**src/rtl/mem_bist_pkg.sv**
```systemverilog
// Shared types and helpers for the memory BIST master.
package mem_bist_pkg;

    typedef enum logic [1:0] {
        ST_IDLE,
        ST_REQ,
        ST_GAP,
        ST_DONE
    } st_e;

    typedef enum logic [1:0] {
        P_WR0,
        P_RD0,
        P_WR1,
        P_RD1
    } pass_e;

    localparam logic [7:0] DEF_SEED = 8'hA5;

    // March data for a given pass and address; inverse passes flip every bit.
    // Computed at 32 bits, callers truncate to their data width.
    function automatic logic [31:0] exp_data(input pass_e p, input logic [31:0] seed,
                                             input logic [31:0] addr);
        logic [31:0] v;
        v = seed ^ addr;
        if (p == P_WR1 || p == P_RD1) begin
            v = ~v;
        end
        return v;
    endfunction

endpackage

```
**src/rtl/mem_bist_master_port.sv**
```systemverilog
// Request-port handshake engine: one valid/ready transfer at a time with a
// per-state wait counter that aborts on a stuck handshake.
module mem_req_port
    import mem_bist_pkg::*;
#(
    parameter int WIDTH      = 8,
    parameter int ADDR_WIDTH = 8,
    parameter int TIMEOUT    = 16
) (
    input  logic                  clk,
    input  logic                  rst,
    input  logic                  req,
    input  logic                  last,
    input  logic                  wr,
    input  logic [ADDR_WIDTH-1:0] addr,
    input  logic [WIDTH-1:0]      wdata,
    output logic                  ack,
    output logic [WIDTH-1:0]      rdata,
    output logic                  to,
    output logic                  fin,
    output logic                  busy,
    output logic                  mem_valid,
    output logic                  mem_wr_rd,
    output logic [ADDR_WIDTH-1:0] mem_addr,
    output logic [WIDTH-1:0]      mem_wdata,
    input  logic                  mem_ready,
    input  logic [WIDTH-1:0]      mem_rdata
);

    localparam int CW = $clog2(TIMEOUT + 1);

    st_e           state_q, state_d;
    logic [CW-1:0] cnt_q, cnt_d;
    logic          wait_exp;

    assign wait_exp = (cnt_q == CW'(TIMEOUT - 1));

    // Next state, completion/abort pulses and wait counter.
    always_comb begin
        state_d = state_q;
        ack     = 1'b0;
        to      = 1'b0;
        fin     = 1'b0;
        case (state_q)
            ST_IDLE, ST_DONE: begin
                if (req) begin
                    state_d = ST_REQ;
                end
            end
            ST_REQ: begin
                if (mem_ready) begin
                    ack     = 1'b1;
                    state_d = ST_GAP;
                end else if (wait_exp) begin
                    to      = 1'b1;
                    state_d = ST_DONE;
                end
            end
            ST_GAP: begin
                if (!mem_ready) begin
                    if (last) begin
                        fin     = 1'b1;
                        state_d = ST_DONE;
                    end else begin
                        state_d = ST_REQ;
                    end
                end else if (wait_exp) begin
                    to      = 1'b1;
                    state_d = ST_DONE;
                end
            end
            default: state_d = ST_IDLE;
        endcase
        cnt_d = (state_d != state_q) ? '0 : cnt_q + CW'(1);
    end

    // State and wait-counter registers.
    always_ff @(posedge clk or posedge rst) begin
        if (rst) begin
            state_q <= ST_IDLE;
            cnt_q   <= '0;
        end else begin
            state_q <= state_d;
            cnt_q   <= cnt_d;
        end
    end

    // Request fields are gated by valid so the port idles at all-zero and
    // drops immediately when reset asserts.
    assign mem_valid = (state_q == ST_REQ);
    assign mem_wr_rd = mem_valid & wr;
    assign mem_addr  = mem_valid ? addr  : '0;
    assign mem_wdata = mem_valid ? wdata : '0;
    assign busy      = (state_q == ST_REQ) || (state_q == ST_GAP);
    assign rdata     = mem_rdata;

endmodule

```
**src/rtl/mem_bist_master.sv**
```systemverilog
// Four-pass march BIST master: sequences passes and addresses, compares read
// data and keeps the pass/fail status for the test controller.
module mem_bist_master
    import mem_bist_pkg::*;
#(
    parameter int                 WIDTH      = 8,
    parameter int                 DEPTH      = 256,
    parameter int                 ADDR_WIDTH = 8,
    parameter logic [WIDTH-1:0]   SEED       = WIDTH'(DEF_SEED),
    parameter int                 TIMEOUT    = 16
) (
    input  logic                    clk,
    input  logic                    rst,
    input  logic                    start,
    output logic                    mem_valid,
    output logic                    mem_wr_rd,
    output logic [ADDR_WIDTH-1:0]   mem_addr,
    output logic [WIDTH-1:0]        mem_wdata,
    input  logic                    mem_ready,
    input  logic [WIDTH-1:0]        mem_rdata,
    output logic                    busy,
    output logic                    done,
    output logic                    pass,
    output logic [ADDR_WIDTH+2:0]   err_cnt,
    output logic [ADDR_WIDTH-1:0]   first_err_addr,
    output logic                    timeout
);

    pass_e                 pass_q, pass_d;
    logic [ADDR_WIDTH-1:0] addr_q, addr_d;
    logic [ADDR_WIDTH+2:0] err_q, err_d;
    logic [ADDR_WIDTH-1:0] first_q, first_d;
    logic                  done_q, done_d;
    logic                  ok_q, ok_d;
    logic                  to_q, to_d;
    logic                  last_q, last_d;

    logic                  launch;
    logic                  wr;
    logic [WIDTH-1:0]      exp_w;
    logic                  ack, to, fin, port_busy;
    logic [WIDTH-1:0]      rdata;

    assign launch = start & ~port_busy;
    assign wr     = (pass_q == P_WR0) || (pass_q == P_WR1);
    assign exp_w  = WIDTH'(exp_data(pass_q, 32'(SEED), 32'(addr_q)));

    mem_req_port #(
        .WIDTH      (WIDTH),
        .ADDR_WIDTH (ADDR_WIDTH),
        .TIMEOUT    (TIMEOUT)
    ) u_port (
        .clk       (clk),
        .rst       (rst),
        .req       (launch),
        .last      (last_q),
        .wr        (wr),
        .addr      (addr_q),
        .wdata     (exp_w),
        .ack       (ack),
        .rdata     (rdata),
        .to        (to),
        .fin       (fin),
        .busy      (port_busy),
        .mem_valid (mem_valid),
        .mem_wr_rd (mem_wr_rd),
        .mem_addr  (mem_addr),
        .mem_wdata (mem_wdata),
        .mem_ready (mem_ready),
        .mem_rdata (mem_rdata)
    );

    // Sequencing, compare and status next-state.
    always_comb begin
        pass_d  = pass_q;
        addr_d  = addr_q;
        err_d   = err_q;
        first_d = first_q;
        done_d  = done_q;
        ok_d    = ok_q;
        to_d    = to_q;
        last_d  = last_q;

        if (launch) begin
            pass_d  = P_WR0;
            addr_d  = '0;
            err_d   = '0;
            first_d = '0;
            done_d  = 1'b0;
            ok_d    = 1'b0;
            to_d    = 1'b0;
            last_d  = 1'b0;
        end

        if (ack) begin
            if (!wr && (rdata != exp_w)) begin
                if (err_q != '1) begin
                    err_d = err_q + 1'b1;
                end
                if (err_q == '0) begin
                    first_d = addr_q;
                end
            end
            // The final P3 transfer wraps both counters back to zero, so the
            // end of the run is remembered separately for the trailing gap.
            if (addr_q == ADDR_WIDTH'(DEPTH - 1)) begin
                addr_d = '0;
                pass_d = pass_e'(pass_q + 2'd1);
                if (pass_q == P_RD1) begin
                    last_d = 1'b1;
                end
            end else begin
                addr_d = addr_q + 1'b1;
            end
        end

        if (fin) begin
            done_d = 1'b1;
            ok_d   = (err_q == '0) && !to_q;
        end

        if (to) begin
            done_d = 1'b1;
            to_d   = 1'b1;
            ok_d   = 1'b0;
        end
    end

    // Sequencing and status registers.
    always_ff @(posedge clk or posedge rst) begin
        if (rst) begin
            pass_q  <= P_WR0;
            addr_q  <= '0;
            err_q   <= '0;
            first_q <= '0;
            done_q  <= 1'b0;
            ok_q    <= 1'b0;
            to_q    <= 1'b0;
            last_q  <= 1'b0;
        end else begin
            pass_q  <= pass_d;
            addr_q  <= addr_d;
            err_q   <= err_d;
            first_q <= first_d;
            done_q  <= done_d;
            ok_q    <= ok_d;
            to_q    <= to_d;
            last_q  <= last_d;
        end
    end

    assign busy           = port_busy;
    assign done           = done_q;
    assign pass           = ok_q;
    assign err_cnt        = err_q;
    assign first_err_addr = first_q;
    assign timeout        = to_q;

endmodule

```
**config.mk**
```make
export PLATFORM = sky130hd
export DESIGN_NAME = mem_bist_master
export DESIGN_NICKNAME = d
export VERILOG_FILES = /design/src/rtl/mem_bist_pkg.sv /design/src/rtl/mem_bist_master_port.sv /design/src/rtl/mem_bist_master.sv
export SDC_FILE = /design/constraint.sdc
export NUM_CORES = 1
export LEC_CHECK = 0
export CAP_MARGIN = 10
export CORE_MARGIN = 2
export CORE_UTILIZATION = 56
export DETAILED_ROUTE_END_ITERATION = 6
export HOLD_SLACK_MARGIN = 0.12
export PLACE_DENSITY = 0.82
export SETUP_SLACK_MARGIN = 0.2
export SYNTH_ARGS = -nofsm -noshare
export SYNTH_HDL_FRONTEND = slang
export SYNTH_SLANG_ARGS = --single-unit
```
**constraint.sdc**
```tcl
create_clock -name clk -period 4.3 [get_ports clk]
set_clock_uncertainty 0.05 [all_clocks]
set_input_delay 0.86 -clock clk [delete_from_list [all_inputs] [get_ports clk]]
set_output_delay 0.86 -clock clk [all_outputs]
set_load 0.05 [all_outputs]
```
# [After elaboration in Yosys (flattened, before gate mapping)]
# Index checks and enable logic that the tools add are counted.
# Widths: inputs -> output; s select.
[word_totals] ff_bits=40 inputBits=12 out_inout_bits=41 wordCells=86
[op_classes] addsub=4 n_eq_ne=10 n_mux=43 bitwise=5 reduce_logical=14
[op_table] op="$mux 8" count=10
[op_table] op="$mux 11" count=4
[op_table] op="$mux 1" count=18
[op_table] op="$mux 2" count=8
[op_table] op="$add 11x1->11 const B" count=1
[op_table] op="$logic_not 11->1" count=1
[op_table] op="$ne 11x11->1 const B" count=1
[op_table] op="$add 8x1->8 const B" count=1
[op_table] op="$eq 2x2->1 const B" count=4
[op_table] op="$eq 8x8->1 const B" count=1
[op_table] op="$ne 8x8->1" count=1
[op_table] op="$not 8->8" count=1
[op_table] op="$pmux 2 s3" count=1
[op_table] op="$add 5x1->5 const B" count=1
[op_table] op="$eq 5x4->1 const B" count=1
[op_table] op="$mux 5" count=1
[op_table] op="$logic_not 2->1" count=2
[op_table] op="$not 4->4" count=1
[op_table] op="$reduce_bool 2->1" count=2
[op_table] op="$logic_or 1x1->1" count=3
[op_table] op="$reduce_bool 3->1" count=1
[op_table] op="$add 2x1->2 const B" count=1
[op_table] op="$and 1x1->1" count=2
[op_table] op="$eq 2x1->1 const B" count=1
[op_table] op="other kinds (6)" count=8

# [Longest topological paths before layout]
# Gate-level depths: netlist of the first run.
[logic_depth] word_depth=8 ltp_mapped=10 ltp_nobuf=9

# [Modules after synthesis]
# From an unflattened synthesis of the first run, not the netlist that was laid out.
[hier_totals] hier_cells=286 hier_area_um2=2732.6
[modules_own_cells] mod="mem_bist_master" instances=1 cells_each=206 area_per_inst_um2=2038.2 seq_area_each_um2=825.8
[modules_own_cells] mod="mem_req_port" instances=1 cells_each=80 area_per_inst_um2=694.4 seq_area_each_um2=175.2

# [Worst setup path after synthesis of the first run]
# No wires, ideal clock.
[synth_timing] path_kind="flip-flop to output port" from="register u_port.state_q[1]" to="output port mem_addr[0]" arrival_ns=1.973 t_required_ns=3.390 slack_ns=1.417 stages_incl_launch_ff=6 n_path_buf=2 path_cell_list="dfrtp_1 -> inv_1 -> ha_1 -> clkbuf_1 -> clkbuf_1 -> and2_1"
[synth_via] elab_chain_len=2
[synth_rtl] element="start, declared" line="mem_bist_master_port.sv:32" rtl="st_e state_q, state_d;"
[synth_rtl] element="start signal, assigned" line="mem_bist_master_port.sv:83" rtl="state_q <= state_d;"
[synth_rtl] element="$eq 2x1->1" line="mem_bist_master_port.sv:90" rtl="assign mem_valid = (state_q == ST_REQ);"
[synth_rtl] element="named net mem_valid" line="mem_bist_master.sv:15" rtl="output logic mem_valid,"
[synth_rtl] element="$mux 8" line="mem_bist_master_port.sv:92" rtl="assign mem_addr = mem_valid ? addr : '0;"
[synth_rtl] element="end, declared" line="mem_bist_master.sv:17" rtl="output logic [ADDR_WIDTH-1:0] mem_addr,"
# The timed path passes the listed nets, and every way through them passes these cells.

# [Final worst setup path of the first run]
[layout_timing] from="register pass_q[0]" to="output port mem_wdata[5]"
[layout_via] elab_chain_len=4 word_cells_on_any_way=5 classes_between="2 x eq/ne; 2 x mux; 1 x reduce/logical"
[layout_rtl] element="start, declared" line="mem_bist_master.sv:29" rtl="pass_e pass_q, pass_d;"
[layout_rtl] element="start signal, assigned" line="mem_bist_master.sv:141" rtl="pass_q <= pass_d;"
[layout_rtl] element="$eq 2x2->1" line="mem_bist_pkg.sv:26" rtl="if (p == P_WR1 || p == P_RD1) begin"
[layout_rtl] element="$logic_or 1x1->1 *" line="mem_bist_pkg.sv:26"
[layout_rtl] element="$mux 8 *" line="mem_bist_pkg.sv:26"
[layout_rtl] element="$mux 8 *" line="mem_bist_master_port.sv:93" rtl="assign mem_wdata = mem_valid ? wdata : '0;"
[layout_rtl] element="end, declared" line="mem_bist_master.sv:18" rtl="output logic [WIDTH-1:0] mem_wdata,"
# Every way passes the cells marked *; elsewhere a longest branch is shown, timed or not.

==> results of run 1 <==
## Yosys cell counts (6+ instances only)
| cell type | instances | area (sq um) |
|---|---|---|
| sky130_fd_sc_hd__dfrtp_1 | 40 | 1000 |
| sky130_fd_sc_hd__nand2_1 | 24 | 90.1 |
| sky130_fd_sc_hd__o21ai_0 | 20 | 100 |
| sky130_fd_sc_hd__and2_1 | 19 | 119 |
| sky130_fd_sc_hd__inv_1 | 17 | 63.8 |
| sky130_fd_sc_hd__xnor2_1 | 17 | 149 |
| sky130_fd_sc_hd__nand3_1 | 14 | 70.1 |
| sky130_fd_sc_hd__nor2_1 | 14 | 52.6 |
| sky130_fd_sc_hd__a21oi_1 | 12 | 60.1 |
| sky130_fd_sc_hd__ha_1 | 10 | 125 |
| sky130_fd_sc_hd__a21o_1 | 8 | 60.1 |
| sky130_fd_sc_hd__xor2_1 | 7 | 61.3 |
| sky130_fd_sc_hd__a31oi_1 | 6 | 37.5 |
| sky130_fd_sc_hd__buf_6 | 6 | 67.6 |
## flip-flops by register name, summed over array words and instances (netlist names)
name,count
addr_q,8
done,1
err_cnt,11
first_err_addr,8
last_q,1
pass,1
pass_q,2
timeout,1
u_port.cnt_q,5
u_port.state_q,2
## cell families (layout without fill, tap and decap cells)
| group | count (synthesis) | after routing |
|---|---|---|
| and+or+nand+nor | 102 | 102 |
| AOI/OAI and AO/OA | 72 | 72 |
| DFF | 40 | 40 |
| buffers and inverters | 32 | 78 |
| xor gates and xnor gates | 24 | 24 |
| adders and majority gates | 10 | 10 |
| muxes | 4 | 4 |
## cell type report
type | instances | area (sq um) | share of cell area [%]
Clock buffer | 6 | 72.6 | 2.30
Clock inverter | 2 | 35.0 | 1.11
Inverter | 17 | 63.8 | 2.02
Multi-Input combinational cell | 212 | 1400 | 44.1
Sequential cell | 40 | 1000 | 31.7
Tap cell | 52 | 65.1 | 2.06
Timing Repair Buffer | 53 | 528 | 16.7
## power by group through the flow
stage               clock [mW]  sequential [mW]  combinational (mW)
floorplan                    0            0.430               0.440
global placement             0            0.450               0.573
detailed placement           0            0.450               0.578
CTS                      0.307            0.443               0.582
global route             0.315            0.448               0.629
finish                   0.308            0.442               0.582
## metrics by stage
| step | total power [mW] | std cells |
|---|---|---|
| finish | 1.33 | 382 |
| global route | 1.39 | 382 |
| CTS | 1.33 | 382 |
| detailed placement | 1.03 | 374 |
| global placement | 1.02 | 374 |
| floorplan | 0.870 | 284 |
## how the worst max path moves through the flow
stage,from,to,slack (ns),cells after the start
global placement,pass_q[0],mem_wdata[5],1.12,6
global route,pass_q[0],mem_wdata[0],0.68,6
floorplan,u_port.state_q[1],mem_addr[0],1.42,5
detailed placement,mem_ready,err_cnt[2],1.11,6
CTS,pass_q[0],mem_wdata[5],0.80,6
finish,pass_q[0],mem_wdata[5],0.80,6
## layer usage
metal | wire length (microns) | GRT usage [%]
met1 | 2730 | 31.8
met2 | 2630 | 35.7
met3 | 189 | 3.52
met4 | 85 | 9.01
met5 | 0 | 0
## worst max-delay path, cell delays in order, from the launching register on
cell and delay, ns:
sky130_fd_sc_hd__dfrtp_1 0.41, sky130_fd_sc_hd__inv_1 0.08, sky130_fd_sc_hd__ha_1 0.24, sky130_fd_sc_hd__or2_0 0.41, sky130_fd_sc_hd__xnor2_1 0.21, sky130_fd_sc_hd__and2_1 0.14
sky130_fd_sc_hd__clkdlybuf4s50_1 0.80
==> flow_summary.ini, run 1 <==
[worst_setup_path]
crit_arrival_ns = 2.59
r2r_startpoint = u_port.state_q[1]
worst_ep_required_time_ns = 3.39
worst_setup_end_kind = primary output
r2r.worst_path.cells = 7
timing.setup.critical_path_class = reg2out
timing.critical_path.from_type = flop
crit_path_max_fanout = 5
worst-r2r-setup-slack_ns = 1.41
rr_endpoint = err_cnt[2]

[drt]
average_via_count_per_standard_cell = 5.70
drt_first_iter_violations = 114
drt-pass1-iter-count = 4
route.antenna.remaining_nets = 0
route.vias.total = 2176
detailed_route_drc_error_count = 0
final_routed_wire_length_divided_by_cell_count_microns = 14.7
drt_wl_total_microns = 5630

[global_route]
globalRouteTotalUtil_pct = 22.8
grt_max_degree = 33
grt_first_pass_wirelength_microns = 9250
antenna_found_initial = 0
overflow = 0
number_of_global_route_vias_before_repair = 2005

[clocking]
clock-sinks = 40
cts.hold.buffers_added = 0
clock_path_buffers = 2
cts_buffers = 5
cts.reportedPaths.clkPinSlew_ns = 0.07
post_cts_buffers = 0
clk_root_buffer_cell = sky130_fd_sc_hd__clkbuf_8
cts_resized = 0
tritoncts = yes
clk_lat_worst_skew_ns = 0.30
cts_max_level = 2

[placement]
port_buffer_count = 52
detailedPlace.worstSlack_ns = 1.11
dpl_cell_area_sq_um = 3050
gp_congestion = 0.817
place_hpwl_microns = 4040

[synthesis]
synth.distinct_cells = 51
synth-seq-area-share_pct = 39.0
post_synth_mux_area_share_pct = 1.56
yosys.area_share.simple_pct = 21.6
post_synth_xor_area_fraction_pct = 8.18
number_of_synthesized_flops_with_an_enable_pin = 0
synth-compound-area-share_pct = 18.1
synthesized_netlist_net_count = 306
dominant_combinational_cell_family_by_area_after_synthesis = simple AND/OR/NAND/NOR gates
asyncSetResetFlopFracSynth_pct = 100
synth_flop_cell = sky130_fd_sc_hd__dfrtp_1
netlist_instances = 284
ys_warn_count = 0
ys_seq_elements = 40
cell_area_after_synthesis_sq_um = 2570
post_synth_fa_ha_maj_area_fraction_pct = 4.87
synthesis.area_per_instance_sq_um = 9.04

[power_and_ir_drop]
sequentialPowerShare_pct = 33.2
comb_power_share_pct = 43.7
power.share.clock_pct = 23.1
vdd_drop_max_mv = 0.388
cell_internal_pwr_mw = 0.771
switching_power_mw = 0.561
p_per_area_nw_per_um2 = 422
swShare_pct = 42.1
cellLeakagePower_nw = 1.38

[sta]
maxClockFrequency_mhz = 285
setup_total_negative_slack_ns = 0
layout_min_cycle_time_ns = 3.50
finalWorstSetupSlack_ns = 0.797
slew_headroom_pct = 56.4
post_route_clock_period_utilization_pct = 81.5
report.final.hold_viol_count = 0
setup-violations-final = 0
final_max_slew_viol_count = 0
timing.hold.ws_ns = 0.412
timing_worst_slew_pin_value_ns = 0.654
rsz0062_at_grt = false

[min_path]
hold-path-endpoint = u_port.cnt_q[0]
worstHoldPathType = reg2reg
worst_hold_startpoint = u_port.cnt_q[0]
worst_hold_path.num_cells = 1

[run]
max_cap_violations = 0

[layout]
utilization_pct = 72.1
growth_of_design_area_from_synthesis_to_finish_pct = 23.0
layout.cells.most_common_list = 52 x sky130_fd_sc_hd__clkdlybuf4s50_1, 40 x sky130_fd_sc_hd__dfrtp_1, 24 x sky130_fd_sc_hd__nand2_1
most_common_cell_after_layout_fill_and_taps_aside = sky130_fd_sc_hd__clkdlybuf4s50_1
finish.instance_area_sq_um = 3160
fillers = 354
drive_above_1_share_pct = 6.67
antenna_cells = 0
finish.net_count = 351

[die]
core_region_area_sq_um = 4380
die_width_microns = 71.7
start_util_pct = 58.6
fp.dieH_microns = 71.7
placementRows = 24
die_area_sq_um = 5140
floorplan.io_pins = 53

[status]
outcome = complete, no violations
Note: power is estimated with default switching activity, not from simulation.
==> run 2: changes to the inputs <==
--- a/config.mk
+++ b/config.mk
@@ -7,10 +7,10 @@
 export LEC_CHECK = 0
 export CAP_MARGIN = 10
 export CORE_MARGIN = 2
-export CORE_UTILIZATION = 56
+export CORE_UTILIZATION = 52
 export DETAILED_ROUTE_END_ITERATION = 6
 export HOLD_SLACK_MARGIN = 0.12
-export PLACE_DENSITY = 0.82
+export PLACE_DENSITY = 0.77
 export SETUP_SLACK_MARGIN = 0.2
 export SYNTH_ARGS = -nofsm -noshare
 export SYNTH_HDL_FRONTEND = slang
==> constraint.sdc (replaced) <==
create_clock -name clk -period 3.3 [get_ports clk]
set_clock_uncertainty 0.05 [all_clocks]
set_input_delay 0.66 -clock clk [delete_from_list [all_inputs] [get_ports clk]]
set_output_delay 0.66 -clock clk [all_outputs]
set_load 0.05 [all_outputs]
==> run 2 against run 1 <==
Critical path depth fell by 2. Sequential cell count stayed put. Combinational power is 29% higher. Die area is 7.3% higher. Sequential power up 31%. Sequential share of layout area shrank 0.58 points. Non-clock buffer count grew 2. First-iteration DRC count up 41%. Largest power group unchanged.
==> flow_summary.ini, run 2 (synthesis results as in run 1) <==
[power_and_ir_drop]
p_per_area_nw_per_um2 = 550
power.total_mw = 1.77
cellLeakagePower_nw = 1.49
vdd_drop_max_mv = 0.623

[worst_setup_path]
crit_path_max_fanout = 24
timing.critical_path.from_type = flop
worst_ep_required_time_ns = 2.59
timing.setup.critical_path_class = reg2out
crit_arrival_ns = 2.27
worst_setup_end_kind = primary output

[sta]
timing_worst_slew_pin_value_ns = 0.613
setup_total_negative_slack_ns = 0
layout_min_cycle_time_ns = 2.98
setup-violations-final = 0
report.final.hold_viol_count = 0
slew_headroom_pct = 59.1
maxClockFrequency_mhz = 335
timing.hold.ws_ns = 0.411
finalWorstSetupSlack_ns = 0.319
final_max_slew_viol_count = 0
post_route_clock_period_utilization_pct = 90.3
rsz0062_at_grt = false

[layout]
finish.cell_count_without_fillers = 399
utilization_pct = 67.7
drive_above_1_share_pct = 8.13
most_common_cell_after_layout_fill_and_taps_aside = sky130_fd_sc_hd__clkdlybuf4s50_1
multi_input_gate_area_in_the_final_layout_sq_um = 1400
fillers = 420
ff_latch_area_sq_um = 1000
finish.net_count = 353
layout.cells.most_common_list = 41 x sky130_fd_sc_hd__clkdlybuf4s50_1, 40 x sky130_fd_sc_hd__dfrtp_1, 24 x sky130_fd_sc_hd__nand2_1
finish.instance_area_sq_um = 3220
antenna_cells = 0
growth_of_design_area_from_synthesis_to_finish_pct = 25.3
largest_reg_flops = 11

[global_route]
overflow = 0
number_of_global_route_vias_before_repair = 2071
antenna_found_initial = 0
globalRouteTotalUtil_pct = 23.1
grt_first_pass_wirelength_microns = 9760
grt_max_degree = 41

[placement]
place_hpwl_microns = 4150
detailedPlace.worstSlack_ns = 0.322
dpl_cell_area_sq_um = 3090
gp_congestion = 0.859
dp_cells = 391
port_buffer_count = 52

[die]
floorplan.io_pins = 53
fp.dieH_microns = 74.3
die_width_microns = 74.3
start_util_pct = 54.0
placementRows = 25
core_region_area_sq_um = 4750
die_area_sq_um = 5520

[drt]
detailed_route_drc_error_count = 0
drt_wl_total_microns = 5880
drt_first_iter_violations = 161
final_routed_wire_length_divided_by_cell_count_microns = 14.7
route.antenna.remaining_nets = 0
average_via_count_per_standard_cell = 5.51
route.vias.total = 2198
drt-pass1-iter-count = 4

[clocking]
clock-sinks = 40
cts.reportedPaths.clkPinSlew_ns = 0.08
clk_root_buffer_cell = sky130_fd_sc_hd__clkbuf_8
clk_lat_worst_skew_ns = 0.29
tritoncts = yes
cts.hold.buffers_added = 0
cts_max_level = 2
clock_path_buffers = 2
cts_buffers = 5

[min_path]
worstHoldPathType = reg2reg

[status]
outcome = complete, no violations

[run]
max_cap_violations = 0
## run 2: changes by cell type in the layout (fill, tap and decap cells not counted)
cell and delta:
sky130_fd_sc_hd__clkdlybuf4s50_1 -11, sky130_fd_sc_hd__dlygate4sd2_1 +7, sky130_fd_sc_hd__dlymetal6s2s_1 +4, sky130_fd_sc_hd__buf_4 +2, sky130_fd_sc_hd__clkbuf_8 +2, sky130_fd_sc_hd__clkbuf_1 -1
sky130_fd_sc_hd__clkinv_2 -1, sky130_fd_sc_hd__ha_1 -1, sky130_fd_sc_hd__ha_2 +1, sky130_fd_sc_hd__nor2_1 -1, sky130_fd_sc_hd__nor2_2 +1
## run 2: timing repair
| action | CTS | global route |
|---|---|---|
| buffers inserted | 0 | 0 |
| endpoints found under the setup margin | 17 | 4 |
| pin swaps | 0 | 0 |
| gates resized for setup | 9 | 4 |
| gates cloned | 0 | 0 |
## run 2: area by class of cell
type | count | share of cell area [%]
Tap cell | 67 | 2.60
Timing Repair Buffer | 55 | 16.9
Sequential cell | 40 | 31.1
Clock buffer | 7 | 2.99
Multi-Input combinational cell | 212 | 43.5
Inverter | 17 | 1.98
Clock inverter | 1 | 0.933
## run 2: where the power goes
| group | internal (mW) | switching, mW |
|---|---|---|
| Clock | 0.267 | 0.176 |
| Combinational | 0.242 | 0.508 |
| Sequential | 0.526 | 0.0513 |
| Total | 1.03 | 0.736 |
## run 2: worst paths after layout
path,from,slack [ns],to,cells after the start
max reg2reg,u_port.state_q[1],0.61,err_cnt[2],7
max in group asynchronous,rst,2.10,addr_q[1],3
min reg2reg,u_port.cnt_q[0],0.41,u_port.cnt_q[0],1
min,u_port.cnt_q[0],0.41,u_port.cnt_q[0],1
max,u_port.state_q[1],0.32,mem_wr_rd,4
min in group asynchronous,rst,0.75,timeout,3
## run 2: routing by layer
layer | vias up | part of all wire (%) | GRT usage [%]
li1 | 1080 | - | -
met1 | 1065 | 46 | 31.8
met2 | 49 | 50 | 37.5
met3 | 4 | 4.2 | 5.42
met4 | 0 | 0.41 | 4.96
met5 | - | 0 | 0
## run 2: critical path, cell delays in order (launching register included)
cell and delay, ns:
sky130_fd_sc_hd__dfrtp_1 0.42, sky130_fd_sc_hd__inv_1 0.14, sky130_fd_sc_hd__ha_2 0.44, sky130_fd_sc_hd__o21a_1 0.19
sky130_fd_sc_hd__clkdlybuf4s50_1 0.80
